`src/rtl/gemm_tile_scheduler.sv`:
```
// Tile command sequencer for one GEMM job: walks (mi,ni,ki) with running address
// offsets, tracks outstanding C write-backs and reports busy/done/error/cycle count.
module gemm_tile_scheduler #(
  parameter int TILE       = 16,
  parameter int ADDR_WIDTH = 32,
  parameter int DIM_WIDTH  = 16
) (
  input  logic                  clk,
  input  logic                  rst_n,
  input  logic                  start,
  input  logic [DIM_WIDTH-1:0]  matrix_m,
  input  logic [DIM_WIDTH-1:0]  matrix_n,
  input  logic [DIM_WIDTH-1:0]  matrix_k,
  input  logic [1:0]            data_format,
  input  logic                  accumulate_mode,
  input  logic [ADDR_WIDTH-1:0] addr_a_base,
  input  logic [ADDR_WIDTH-1:0] addr_b_base,
  input  logic [ADDR_WIDTH-1:0] addr_c_base,
  output logic                  cmd_valid,
  input  logic                  cmd_ready,
  output logic [ADDR_WIDTH-1:0] cmd_a_addr,
  output logic [ADDR_WIDTH-1:0] cmd_b_addr,
  output logic [ADDR_WIDTH-1:0] cmd_c_addr,
  output logic [DIM_WIDTH-1:0]  cmd_rows,
  output logic [DIM_WIDTH-1:0]  cmd_cols,
  output logic [DIM_WIDTH-1:0]  cmd_depth,
  output logic                  cmd_first_k,
  output logic                  cmd_load_c,
  output logic                  cmd_last_k,
  input  logic                  wb_done,
  output logic                  busy,
  output logic                  done,
  output logic                  error,
  output logic [31:0]           cycles_counter
);
  localparam int TSH = $clog2(TILE);
  localparam int OW  = 2 * DIM_WIDTH + 1;
  localparam logic [DIM_WIDTH-1:0]  TILE_D = DIM_WIDTH'(TILE);
  localparam logic [ADDR_WIDTH-1:0] C_STEP = ADDR_WIDTH'(TILE * 4);

  typedef enum logic [2:0] {S_IDLE, S_LATCH, S_ISSUE, S_DRAIN, S_FIN} state_t;

  state_t                state_q, state_d;
  logic [DIM_WIDTH-1:0]  m_q, m_d, n_q, n_d, k_q, k_d;
  logic [1:0]            esz_q, esz_d;
  logic                  acc_q, acc_d;
  logic [ADDR_WIDTH-1:0] base_a_q, base_a_d, base_b_q, base_b_d, base_c_q, base_c_d;
  // rem_* hold the remaining extent (dim - idx*TILE), which replaces idx multiplies
  logic [DIM_WIDTH-1:0]  rem_m_q, rem_m_d, rem_n_q, rem_n_d, rem_k_q, rem_k_d;
  logic [ADDR_WIDTH-1:0] a_row_q, a_row_d, a_q, a_d;
  logic [ADDR_WIDTH-1:0] b_col_q, b_col_d, b_q, b_d;
  logic [ADDR_WIDTH-1:0] c_row_q, c_row_d, c_q, c_d;
  logic [OW-1:0]         outst_q, outst_d;
  logic                  busy_q, busy_d, done_q, done_d, error_q, error_d;
  logic [31:0]           cyc_q, cyc_d;

  logic                  hs, last_m, last_n, last_k, inc, dec;
  logic [ADDR_WIDTH-1:0] esz_step, stride_a, stride_b, stride_c;

  assign esz_step = ADDR_WIDTH'(TILE) << esz_q;
  assign stride_a = (ADDR_WIDTH'(k_q) << TSH) << esz_q;
  assign stride_b = (ADDR_WIDTH'(n_q) << TSH) << esz_q;
  assign stride_c = ADDR_WIDTH'(n_q) << (TSH + 2);

  assign last_m = (rem_m_q <= TILE_D);
  assign last_n = (rem_n_q <= TILE_D);
  assign last_k = (rem_k_q <= TILE_D);

  assign cmd_valid   = (state_q == S_ISSUE);
  assign hs          = cmd_valid & cmd_ready;
  assign cmd_a_addr  = a_q;
  assign cmd_b_addr  = b_q;
  assign cmd_c_addr  = c_q;
  assign cmd_rows    = last_m ? rem_m_q : TILE_D;
  assign cmd_cols    = last_n ? rem_n_q : TILE_D;
  assign cmd_depth   = last_k ? rem_k_q : TILE_D;
  assign cmd_first_k = cmd_valid & (rem_k_q == k_q);
  assign cmd_load_c  = cmd_first_k & acc_q;
  assign cmd_last_k  = cmd_valid & last_k;
  assign busy           = busy_q;
  assign done           = done_q;
  assign error          = error_q;
  assign cycles_counter = cyc_q;

  assign inc = hs & last_k;
  // a write-back with nothing outstanding is spurious unless it pairs with this handshake
  assign dec = wb_done & ((outst_q != '0) | inc);

  always_comb begin
    state_d  = state_q;
    m_d      = m_q;      n_d      = n_q;      k_d      = k_q;
    esz_d    = esz_q;    acc_d    = acc_q;
    base_a_d = base_a_q; base_b_d = base_b_q; base_c_d = base_c_q;
    rem_m_d  = rem_m_q;  rem_n_d  = rem_n_q;  rem_k_d  = rem_k_q;
    a_row_d  = a_row_q;  a_d      = a_q;
    b_col_d  = b_col_q;  b_d      = b_q;
    c_row_d  = c_row_q;  c_d      = c_q;
    busy_d   = busy_q;   done_d   = done_q;   error_d  = error_q;
    cyc_d    = (busy_q && cyc_q != 32'hFFFF_FFFF) ? cyc_q + 32'd1 : cyc_q;
    outst_d  = outst_q;
    case ({inc, dec})
      2'b10:   outst_d = outst_q + OW'(1);
      2'b01:   outst_d = outst_q - OW'(1);
      default: outst_d = outst_q;
    endcase

    case (state_q)
      S_IDLE: begin
        if (start) begin
          state_d  = S_LATCH;
          m_d      = matrix_m;
          n_d      = matrix_n;
          k_d      = matrix_k;
          acc_d    = accumulate_mode;
          base_a_d = addr_a_base;
          base_b_d = addr_b_base;
          base_c_d = addr_c_base;
          case (data_format)
            2'b00:   esz_d = 2'd0;
            2'b11:   esz_d = 2'd2;
            default: esz_d = 2'd1;
          endcase
          busy_d  = 1'b1;
          done_d  = 1'b0;
          error_d = 1'b0;
          cyc_d   = '0;
        end
      end
      S_LATCH: begin
        rem_m_d = m_q;      rem_n_d = n_q;      rem_k_d = k_q;
        a_row_d = base_a_q; a_d     = base_a_q;
        b_col_d = base_b_q; b_d     = base_b_q;
        c_row_d = base_c_q; c_d     = base_c_q;
        if (m_q == '0 || n_q == '0 || k_q == '0) begin
          error_d = 1'b1;
          state_d = S_FIN;
        end else begin
          state_d = S_ISSUE;
        end
      end
      S_ISSUE: begin
        if (hs) begin
          if (!last_k) begin
            rem_k_d = rem_k_q - TILE_D;
            a_d     = a_q + esz_step;
            b_d     = b_q + stride_b;
          end else begin
            rem_k_d = k_q;
            if (!last_n) begin
              rem_n_d = rem_n_q - TILE_D;
              a_d     = a_row_q;
              b_col_d = b_col_q + esz_step;
              b_d     = b_col_q + esz_step;
              c_d     = c_q + C_STEP;
            end else begin
              rem_n_d = n_q;
              b_col_d = base_b_q;
              b_d     = base_b_q;
              if (!last_m) begin
                rem_m_d = rem_m_q - TILE_D;
                a_row_d = a_row_q + stride_a;
                a_d     = a_row_q + stride_a;
                c_row_d = c_row_q + stride_c;
                c_d     = c_row_q + stride_c;
              end else begin
                state_d = S_DRAIN;
              end
            end
          end
        end
      end
      S_DRAIN: begin
        if (outst_q == '0) state_d = S_FIN;
      end
      S_FIN: begin
        busy_d  = 1'b0;
        done_d  = 1'b1;
        state_d = S_IDLE;
      end
      default: state_d = S_IDLE;
    endcase
  end

  always_ff @(posedge clk or negedge rst_n) begin
    if (!rst_n) begin
      state_q  <= S_IDLE;
      m_q      <= '0; n_q      <= '0; k_q      <= '0;
      esz_q    <= '0; acc_q    <= 1'b0;
      base_a_q <= '0; base_b_q <= '0; base_c_q <= '0;
      rem_m_q  <= '0; rem_n_q  <= '0; rem_k_q  <= '0;
      a_row_q  <= '0; a_q      <= '0;
      b_col_q  <= '0; b_q      <= '0;
      c_row_q  <= '0; c_q      <= '0;
      outst_q  <= '0;
      busy_q   <= 1'b0; done_q <= 1'b0; error_q <= 1'b0;
      cyc_q    <= '0;
    end else begin
      state_q  <= state_d;
      m_q      <= m_d;      n_q      <= n_d;      k_q      <= k_d;
      esz_q    <= esz_d;    acc_q    <= acc_d;
      base_a_q <= base_a_d; base_b_q <= base_b_d; base_c_q <= base_c_d;
      rem_m_q  <= rem_m_d;  rem_n_q  <= rem_n_d;  rem_k_q  <= rem_k_d;
      a_row_q  <= a_row_d;  a_q      <= a_d;
      b_col_q  <= b_col_d;  b_q      <= b_d;
      c_row_q  <= c_row_d;  c_q      <= c_d;
      outst_q  <= outst_d;
      busy_q   <= busy_d;   done_q   <= done_d;   error_q  <= error_d;
      cyc_q    <= cyc_d;
    end
  end
endmodule

```
`config.mk`:
```
export PLATFORM = sky130hd
export DESIGN_NAME = gemm_tile_scheduler
export DESIGN_NICKNAME = d
export VERILOG_FILES = /design/src/rtl/gemm_tile_scheduler.sv
export SDC_FILE = /design/constraint.sdc
export NUM_CORES = 1
export LEC_CHECK = 0
export BUFFER_PORTS_ARGS = -buffer_cell sky130_fd_sc_hd__buf_2
export CAP_MARGIN = 25
export CORE_MARGIN = 2
export CORE_UTILIZATION = 25
export DETAILED_ROUTE_END_ITERATION = 7
export SETUP_SLACK_MARGIN = 0.5
export SLEW_MARGIN = 25
export SYNTH_ARGS = -nofsm -noshare
export SYNTH_HDL_FRONTEND = slang
export SYNTH_SLANG_ARGS = --single-unit
```
`constraint.sdc`:
```
create_clock -name clk -period 10.5 [get_ports clk]
set_input_delay 2.1 -clock clk [delete_from_list [all_inputs] [get_ports clk]]
set_output_delay 2.1 -clock clk [all_outputs]
set_load 0.01 [all_outputs]
```
Word-level counts from Yosys, hierarchy flattened
Index checks and enable logic that the tools add are counted.
{"block": "classes", "reduce_logical": 23, "mux": 59, "n_lt_le_gt_ge": 3, "shifts": 3, "n_bitwise": 7, "addsub": 12, "eq_ne": 19}
{"cell": "$mux W32", "count": 22}
{"cell": "$pmux W32 S2", "count": 6}
{"cell": "$mux W16", "count": 12}
{"cell": "$add A32 B32 Y32", "count": 4}
{"cell": "$pmux W16 S2", "count": 3}
{"cell": "$pmux W33 S2", "count": 1}
{"cell": "$shl A20 B2 Y32", "count": 2}
{"cell": "$le A16 B5 Y1 const B", "count": 3}
{"cell": "$logic_not A16 Y1", "count": 3}
{"cell": "$sub A16 B5 Y16 const B", "count": 3}
{"cell": "$add A33 B1 Y33 const B", "count": 1}
{"cell": "$logic_not A33 Y1", "count": 1}
{"cell": "$reduce_bool A33 Y1", "count": 1}
{"cell": "$sub A33 B1 Y33 const B", "count": 1}
{"cell": "$add A32 B1 Y32 const B", "count": 1}
{"cell": "$add A32 B22 Y32", "count": 1}
{"cell": "$add A32 B7 Y32 const B", "count": 1}
{"cell": "$ne A32 B32 Y1 const B", "count": 1}
{"cell": "$shl A5 B2 Y32 const A", "count": 1}
{"cell": "$mux W3", "count": 7}
{"cell": "$eq A16 B16 Y1", "count": 1}
{"cell": "$pmux W3 S4", "count": 1}
{"cell": "$reduce_and A3 Y1", "count": 3}
{"cell": "$ne A2 B1 Y1 const B", "count": 4}
{"cell": "other kinds (22)", "count": 42}
{"block": "totals", "ff_bits": 458, "wordCells": 149, "input_bits": 152, "out_inout_bits": 183}

Depth between registers and ports, before layout
Gate-level depths: netlist (run 1).
{"block": "logic_depth", "word_depth": 7, "depth_mapped": 21, "mapped_depth_nobuf": 20}

Least setup slack after synthesis (run 1)
No wires, ideal clock.
{"block": "synth_timing", "path_kind": "input to register", "from": "input cmd_ready", "to": "register outst_q[31]", "n_path_buf": 0, "arrival_ns": 5.379, "stages": 14, "slack_ns": 4.988, "path_cell_list": "nand2_1 -> a21boi_0 -> ha_1 -> ha_1 -> a21o_1 -> a22o_1 -> o41ai_1 -> and3_1 -> o41ai_1 -> a41o_1 -> a21o_1 -> a311oi_1 -> xor2_1 -> o21ai_0"}
{"block": "synth_between", "elab_chain_cells": 6, "word_cells_on_any_way": 8, "classes_between": "eq/ne: 2; mux: 1; bitwise: 4; reduce/logical: 1"}
{"element": "start, declared", "line_no": "20", "text": "input logic cmd_ready,"}
{"element": "$and A1 B1 Y1 (*)", "line_no": "70", "text": "assign hs = cmd_valid & cmd_ready;"}
{"element": "$and A1 B1 Y1 (*)", "line_no": "85", "text": "assign inc = hs & last_k;"}
{"element": "$or A1 B1 Y1", "line_no": "87", "text": "assign dec = wb_done & ((outst_q != '0) | inc);"}
{"element": "$and A1 B1 Y1", "line_no": "87"}
{"element": "$eq A2 B1 Y1 / $eq A2 B2 Y1 (equally long branches)", "line_no": "101", "text": "case ({inc, dec})"}
{"element": "$pmux W33 S2 / $reduce_bool A2 Y1 (equally long branches)"}
{"element": "end signal, assigned", "line_no": "206", "text": "outst_q <= outst_d;"}
{"element": "end, declared", "line_no": "53", "text": "logic [OW-1:0] outst_q, outst_d;"}
Mark *: on every way between the ends. The rest lies on a longest branch, timed or not.
A chain may end at the register's enable or synchronous reset.

Worst setup path in the final report (run 1)
{"block": "layout_timing", "from": "register rem_k_q[8]", "to": "register outst_q[31]"}
{"block": "layout_between", "elab_chain_cells": 6, "word_cells_on_any_way": 8, "classes_between": "order compare: 1; eq/ne: 2; mux: 1; bitwise: 3; reduce/logical: 1"}
{"element": "start, declared", "line_no": "49", "text": "logic [DIM_WIDTH-1:0] rem_m_q, rem_m_d, rem_n_q, rem_n_d, rem_k_q, rem_k_d;"}
{"element": "start signal, assigned", "line_no": "202", "text": "rem_m_q <= rem_m_d; rem_n_q <= rem_n_d; rem_k_q <= rem_k_d;"}
{"element": "$le A16 B5 Y1 (*)", "line_no": "67", "text": "assign last_k = (rem_k_q <= TILE_D);"}
{"element": "$and A1 B1 Y1 (*)", "line_no": "85"}
{"element": "$or A1 B1 Y1", "line_no": "87"}
{"element": "$and A1 B1 Y1", "line_no": "87"}
{"element": "$eq A2 B1 Y1 / $eq A2 B2 Y1 (equally long branches)", "line_no": "101"}
{"element": "$pmux W33 S2 / $reduce_bool A2 Y1 (equally long branches)"}
Marked as above.

==> results of run 1 <==
placed cells by master, fill, tap and decap left out, types with 75 or more instances in the layout:
cell type / synthesis / layout
a21oi_1: 246 / 246
a31oi_1: 75 / 75
buf_2: 20 / 303
dfrtp_1: 458 / 456
ha_1: 103 / 103
mux2_2: 159 / 159
nand2_1: 368 / 363
nand3_1: 104 / 104
nor2_1: 291 / 288
o21ai_0: 261 / 259
xnor2_1: 77 / 77
xor2_1: 96 / 96
layer usage:
metal  wire length, um  GRT usage (%)  part of all wire [%]  vias to the layer above
met3              7540           3.73                   7.6                      143
met1             44400           22.6                    45                    12233
met5                69              0                 0.070                        -
li1                  -              -                     -                    11866
met4              2260           4.53                   2.3                       10
met2             44400           26.0                    45                      866
worst min-delay path, stage by stage (launching register included):
cell and delay [ps]:
dfrtp_1 340, nand2_1 50, nand2_1 60
power breakdown:
part | switching, mW | internal [mW]
logic | 3.92 | 2.67
clock network | 0.868 | 1.37
registers | 1.08 | 2.61
total | 5.87 | 6.65
registers in the layout, summed over array words and instances (netlist names), 2 cells and up:
register        cells
base_b_q           32
cmd_c_addr         32
rem_m_q            16
a_row_q            32
cmd_b_addr         32
cycles_counter     32
cmd_a_addr         32
outst_q            33
m_q                16
n_q                16
base_c_q           32
k_q                16
esz_q               2
base_a_q           32
rem_k_q            16
state_q             3
rem_n_q            16
c_row_q            32
b_col_q            32
cell type report:
class                           instances  area [um2]
Fill cell                           11766       79000
Clock inverter                         25         469
Multi-Input combinational cell       2468       16000
Timing Repair Buffer                  348        1870
Antenna cell                            3        7.51
Sequential cell                       458       11500
Inverter                               60         228
Tap cell                             1500        1880
Clock buffer                           82        1650
per-stage QoR:
stage	cell area, um2	worst slack [ps]	power, mW	util, %
CTS	33500	4610	12.6	29.8
detailed placement	31400	4640	10.2	27.9
global placement	31400	4630	10.2	27.9
finish	33500	4540	12.5	29.8
floorplan	28500	4990	8.14	-
global route	33500	4000	13.5	29.8
how the worst min path moves through the flow:
| stage | startpoint | end | slack, ps | depth (start not counted) |
|---|---|---|---|---|
| 5_1_grt | c_row_q[4] | c_row_q[4] | 500 | 2 |
| 3_5_place_dp | c_row_q[4] | c_row_q[4] | 460 | 2 |
| 6_report | c_row_q[2] | c_row_q[2] | 480 | 2 |
| 2_1_floorplan | c_row_q[0] | c_row_q[0] | 450 | 2 |
| 3_3_place_gp | c_row_q[5] | c_row_q[5] | 460 | 2 |
| 4_1_cts | c_row_q[2] | c_row_q[2] | 480 | 2 |
Yosys cell counts (all sizes together), types with 19 or more instances:
cell type / count
dfrtp: 458
nand2: 369
nor2: 295
o21ai: 266
a21oi: 248
mux2: 159
clkbuf: 136
nand3: 104
ha: 103
xor2: 96
xnor2: 77
a31oi: 76
buf: 70
inv: 60
a21o: 49
nor3: 45
nor4: 44
and3: 38
a211oi: 34
mux2i: 33
o211ai: 32
nand4: 30
and2: 28
nor2b: 27
a22oi: 25
or3: 20
o22ai: 19
cell families after synthesis:
| kind of cell | synth area share (%) |
|---|---|
| and+or+nand+nor | 17.3 |
| AOI/OAI and AO/OA | 19.3 |
| DFF | 40.4 |
| buffers and inverters | 4.11 |
| muxes | 8.58 |
| xor gates and xnor gates | 5.34 |
| adders and majority gates | 4.96 |
| other | 0.0132 |
==> metrics.txt, run 1 <==
Crit path depth=21; status=finished clean; router iterations before antenna repair=5; leading area contributor after synthesis=dfrtp_1; DP Cell Count=4834; Hold Violations, Final=0; drt wl/cell=20.0 um; # hold bufs at CTS=0; initial antenna violation count=15; Worst Path Buf+Inv=3; clock buffer count from CTS=57; GPL Wtd Cong=0.908; core area=0.112 mm2; top-level I/O count=335; cts repair resizes=0; Fmax=168 MHz; Startpoint Class=flop; routed wire length=98700 um; CTS H-tree lvls=2; Synth top area share=40.4%; Setup TNS=0 ps; RSZ-0062 raised after global routing=no; crit path from=rem_k_q[8]; Leak=14.4 nW; Mapped Area=0.0284 mm2; Synth area leaders=dfrtp_1 (40%), mux2_2 (6.3%), nand2_1 (4.9%), o21ai_0 (4.6%), ha_1 (4.5%); kind of critical path=reg2reg; P per Cell Area=373 mW/mm2; WP data required=11040 ps; ANT nets after route=0; DP Wirelength=70900 um; first-pass GRT wire length=149000 um; clock sinks=458; drc violations=0; R2R Setup Slk=4540 ps; Slew Limit Fails=0; sequential fraction of the synthesis area=40.4%; number of port buffers=304; die area=0.116 mm2; CTS tree=yes; initial core utilization=25.2%; layout cells sized above 1=19.3%; CP peak stage delay=510 ps; delay-heaviest family, CP=compound AO/OA/AOI/OAI gates; Iter 0 DRT Violations=2090; GRT overflow=0; Longest Clk Path Bufs=3; period utilisation layout=56.8%; Rows=123; EDFF count, synth=0; Yosys reg bits=458; area grow syn2layout=18.2%; WP data arrival=6510 ps; Total Nets Final=3654; Syn Area/Cell=8.98 um2; pin count of the biggest net entering global routing=146; Reg clk slew, reported paths=60 ps; crit-path cells=nor3_1, nand4_1, nor2_4, buf_4, nand2_1, inv_1, nand2_1, a21boi_0, ha_1, buf_4, ha_1, a21o_1, a22o_1, o41ai_1, and3_1, o41ai_1, a41o_1, a21o_1, a311oi_1, xor2_1, o21ai_0; min cycle time layout=5960 ps; Setup violations, final=0; Hold WC Path Type=reg2reg; Chip Width=341 um; R2R depth=21; Worst Skew=44.6 ps; Hold Worst Slack=477 ps; die height=341 um; Vias per Instance=5.08; vias in the first global route=23.6k; synthesized instance count=3163; worst r2r dst=outst_q[31]; Crit. End Element=flop; Async SR Flop Fraction=100%; Synth warnings=0; DR vias=25.1k; setup bufs post-CTS=0; Main synth FF type=dfrtp_1; worst setup path endpoint=outst_q[31]; GRT Total Usage=16.5%; Worst Max-Slew Pin Slew=973 ps; Max Cap Viol=0; worst r2r src=rem_k_q[8]; Root Buffer=clkbuf_16; Yosys cell types=88; Slew HR=35.0%; worst vdd ir=0.203 mV; CP max-delay cell=nand2_1; worst-skew pair later-pin latency=690 ps; Final Non-Filler Cells=4944; Max FO, Critical Path=39
No activity file was read; power rests on OpenSTA's default activity.
==> inputs of run 2 (changes only) <==
--- a/config.mk
+++ b/config.mk
@@ -5,6 +5,7 @@
 export SDC_FILE = /design/constraint.sdc
 export NUM_CORES = 1
 export LEC_CHECK = 0
+export ABC_AREA = 1
 export BUFFER_PORTS_ARGS = -buffer_cell sky130_fd_sc_hd__buf_2
 export CAP_MARGIN = 25
 export CORE_MARGIN = 2
==> constraint.sdc (replaced) <==
create_clock -name clk -period 5.55 [get_ports clk]
set_input_delay 1.11 -clock clk [delete_from_list [all_inputs] [get_ports clk]]
set_output_delay 1.11 -clock clk [all_outputs]
set_load 0.01 [all_outputs]
==> run 2 against run 1 <==
Net effect: synthesized cell count up 48%; count of clock-buffer cells in the layout grew 1; power up 91%; clock skew is 27 ps lower; sequential power is 73% higher; clock power grew 73%; setup slack worse by 3400 ps; critical path depth shrank 4; via count rose by 29%.
==> metrics.txt, run 2 <==
status=finished clean; initial core utilization=25.2% (-0.062 points); CTS H-tree lvls=2 (unchanged); GPL Wtd Cong=0.947 (+4.3%); Crit. End Element=flop; ANT nets after route=0 (unchanged); Hold WC Path Type=in2async; Max Cap Viol=0 (unchanged); Synth warnings=0 (unchanged); initial antenna violation count=6 (-9); Setup TNS=0 ps (unchanged); Clk network pwr share=16.1% (-1.7 points); Max FO, Critical Path=33 (-15%); CP peak stage delay=730 ps (+220 ps); layout cells sized above 1=9.91% (-9.4 points); cts repair resizes=0 (unchanged); Worst Max-Slew Pin Slew=1030 ps (+56.4 ps); Rows=130 (+5.7%); Yosys reg bits=458 (unchanged); DP Wirelength=97800 um (+38%); Longest Clk Path Bufs=3 (unchanged); WP data required=6120 ps (-4920 ps); Root Buffer=clkbuf_16; CTS tree=yes; Setup violations, final=0 (unchanged); Final Non-Filler Cells=6606 (+34%); Sw Share=51.7% (+4.8 points); RSZ-0062 raised after global routing=no; router iterations before antenna repair=6 (+1); max reg flops=33 (unchanged); cell with the most instances after synthesis=nand2_1; # hold bufs at CTS=0 (unchanged); drc violations=0 (unchanged); Async SR Flop Fraction=100% (unchanged); Reg clk slew, reported paths=60 ps (about the same); crit-path cells=nor2_1, inv_2, nor2_4, clkinv_2, nor2_4, nand2_1, ha_1, buf_4, ha_1, nand2_1, a21oi_1, a21boi_0, o21ai_0, nand3_1, nand2_1, a21oi_1, a21oi_1; Synth area leaders=dfrtp_1 (36%), nand2_1 (16%), nor2_1 (6.6%), inv_1 (6.5%), o21ai_0 (5.9%); Sw Pwr=12.4 mW (+110%); Vias per Instance=4.89 (-3.8%); Synth top area share=36.3% (-4.1 points); Startpoint Class=flop; ant diodes=0 (-3); Fmax=225 MHz (+34%); first-pass GRT wire length=191000 um (+28%); Seq pwr share=26.8% (-2.7 points); Reg with most FFs=outst_q; Worst Path Buf+Inv=3 (unchanged); number of port buffers=304 (unchanged); commonest non-fill, non-tap cells in the layout=nand2_1 (1310), nor2_1 (551), inv_1 (548); CP max-delay cell=o21ai_0; worst vdd ir=0.376 mV (+85%); die height=359 um (+5.4%); GRT overflow=0 (unchanged); Leak=18.0 nW (+25%); delay-heaviest family, CP=compound AO/OA/AOI/OAI gates; Slew HR=31.4% (-3.6 points); GRT Total Usage=19.1% (+2.6 points); clock sinks=458 (unchanged); pin count of the biggest net entering global routing=155 (+6.2%); DR vias=32.3k (+29%); die area=0.129 mm2 (+11%); top-level I/O count=335 (unchanged); Main synth FF type=dfrtp_1; most frequent cells after synthesis=nand2_1 (1312), nor2_1 (552), inv_1 (549), dfrtp_1 (458), o21ai_0 (375); setup bufs post-CTS=0 (unchanged); most common cell after layout, fill and taps aside=nand2_1; Iter 0 DRT Violations=2842 (+36%); Worst Skew=17.3 ps (-27.3 ps); Hold Violations, Final=0 (unchanged); core area=0.125 mm2 (+11%); Mapped Area=0.0316 mm2 (+11%); Total Nets Final=5178 (+42%); kind of critical path=reg2reg; Syn Area/Cell=6.75 um2 (-25%); Int Power=11.6 mW (+74%); Slew Limit Fails=0 (unchanged); synthesized instance count=4678 (+48%); EDFF count, synth=0 (unchanged); worst r2r src=state_q[2]; DP Cell Count=6507 (+35%); min cycle time layout=4440 ps (-1520 ps); drt wl/cell=19.2 um (-3.6%); area grow syn2layout=16.0%; vias in the first global route=30.6k (+30%); worst-skew pair later-pin latency=660 ps (-30 ps); sequential fraction of the synthesis area=36.3% (-4.1 points); routed wire length=127000 um (+29%); P per Cell Area=653 mW/mm2 (+75%); Yosys cell types=51 (-42%); leading area contributor after synthesis=dfrtp_1; Comb pwr share=57.1% (+4.4 points); period utilisation layout=80.0% (+23 points); Chip Width=359 um (+5.4%); clock buffer count from CTS=58 (+1.8%); WP data arrival=5020 ps (-1490 ps); crit path from=state_q[2]
==> run 2: changes by cell type in the layout (fill, tap and decap cells not counted), sizes merged, moves of 46 or more <==
| cell | delta |
|---|---|
| nand2 | +947 |
| xnor2 | -46 |
| o21ai | +125 |
| nand4 | +50 |
| mux2 | -159 |
| nand3 | +217 |
| nor2 | +263 |
| inv | +499 |
==> run 2: logic make-up (layout without fill, tap and decap cells) <==
logic type | after synthesis | count (layout) | share of synthesized area, %
AOI/OAI and AO/OA | 799 | 799 | 14.0
DFF | 458 | 458 | 36.3
other | 1 | 30 | 0.0119
adders and majority gates | 109 | 109 | 4.46
muxes | 18 | 18 | 0.571
buffers and inverters | 756 | 1005 | 9.75
xor gates and xnor gates | 93 | 93 | 2.58
and+or+nand+nor | 2444 | 2444 | 32.3
==> run 2: metrics by stage <==
step | total power [mW] | instance area, um2 | worst slack, ps | hold WS [ps] | util [%]
finish | 23.9 | 36600 | 1110 | 475 | 29.2
global route | 26.1 | 36600 | 756 | 491 | 29.2
CTS | 23.9 | 36600 | 1110 | 479 | 29.2
detailed placement | 19.9 | 34700 | 1160 | 462 | 27.7
global placement | 19.8 | 34700 | 1170 | 460 | 27.7
floorplan | 15.4 | 31700 | 1600 | 441 | -
==> run 2: final timing paths <==
path,endpoint,slack [ps],cells after the start
max,outst_q[30],1110,17
min,base_c_q[19],480,1
max reg2reg,outst_q[30],1110,17
min reg2reg,done,480,2
max in group asynchronous,base_c_q[24],3880,2
min in group clk,done,480,2
==> run 2: cell type report <==
| type | instances | area (um2) |
|---|---|---|
| fill | 13901 | 88800 |
| timing repair buffer | 345 | 1910 |
| clock buffer | 83 | 1740 |
| sequential | 458 | 11500 |
| inverter | 561 | 2110 |
| multi-input combinational | 3493 | 17200 |
| clock inverter | 16 | 163 |
| tap | 1650 | 2060 |
==> run 2: routing by layer <==
layer | track usage, % | vias up | wire, um
met5 | 0 | - | 33
met4 | 6.03 | 6 | 4050
met3 | 3.90 | 161 | 9210
met2 | 30.6 | 1009 | 57100
met1 | 25.7 | 15438 | 56700
li1 | - | 15685 | -
==> run 2: power by group through the flow <==
stage	clock network [mW]	logic, mW	registers (mW)
after floorplan	0	9.41	5.99
after global placement	0	13.4	6.40
after detailed placement	0	13.5	6.41
after CTS	3.96	13.6	6.37
after global routing	4.09	15.4	6.59
final	3.86	13.7	6.41
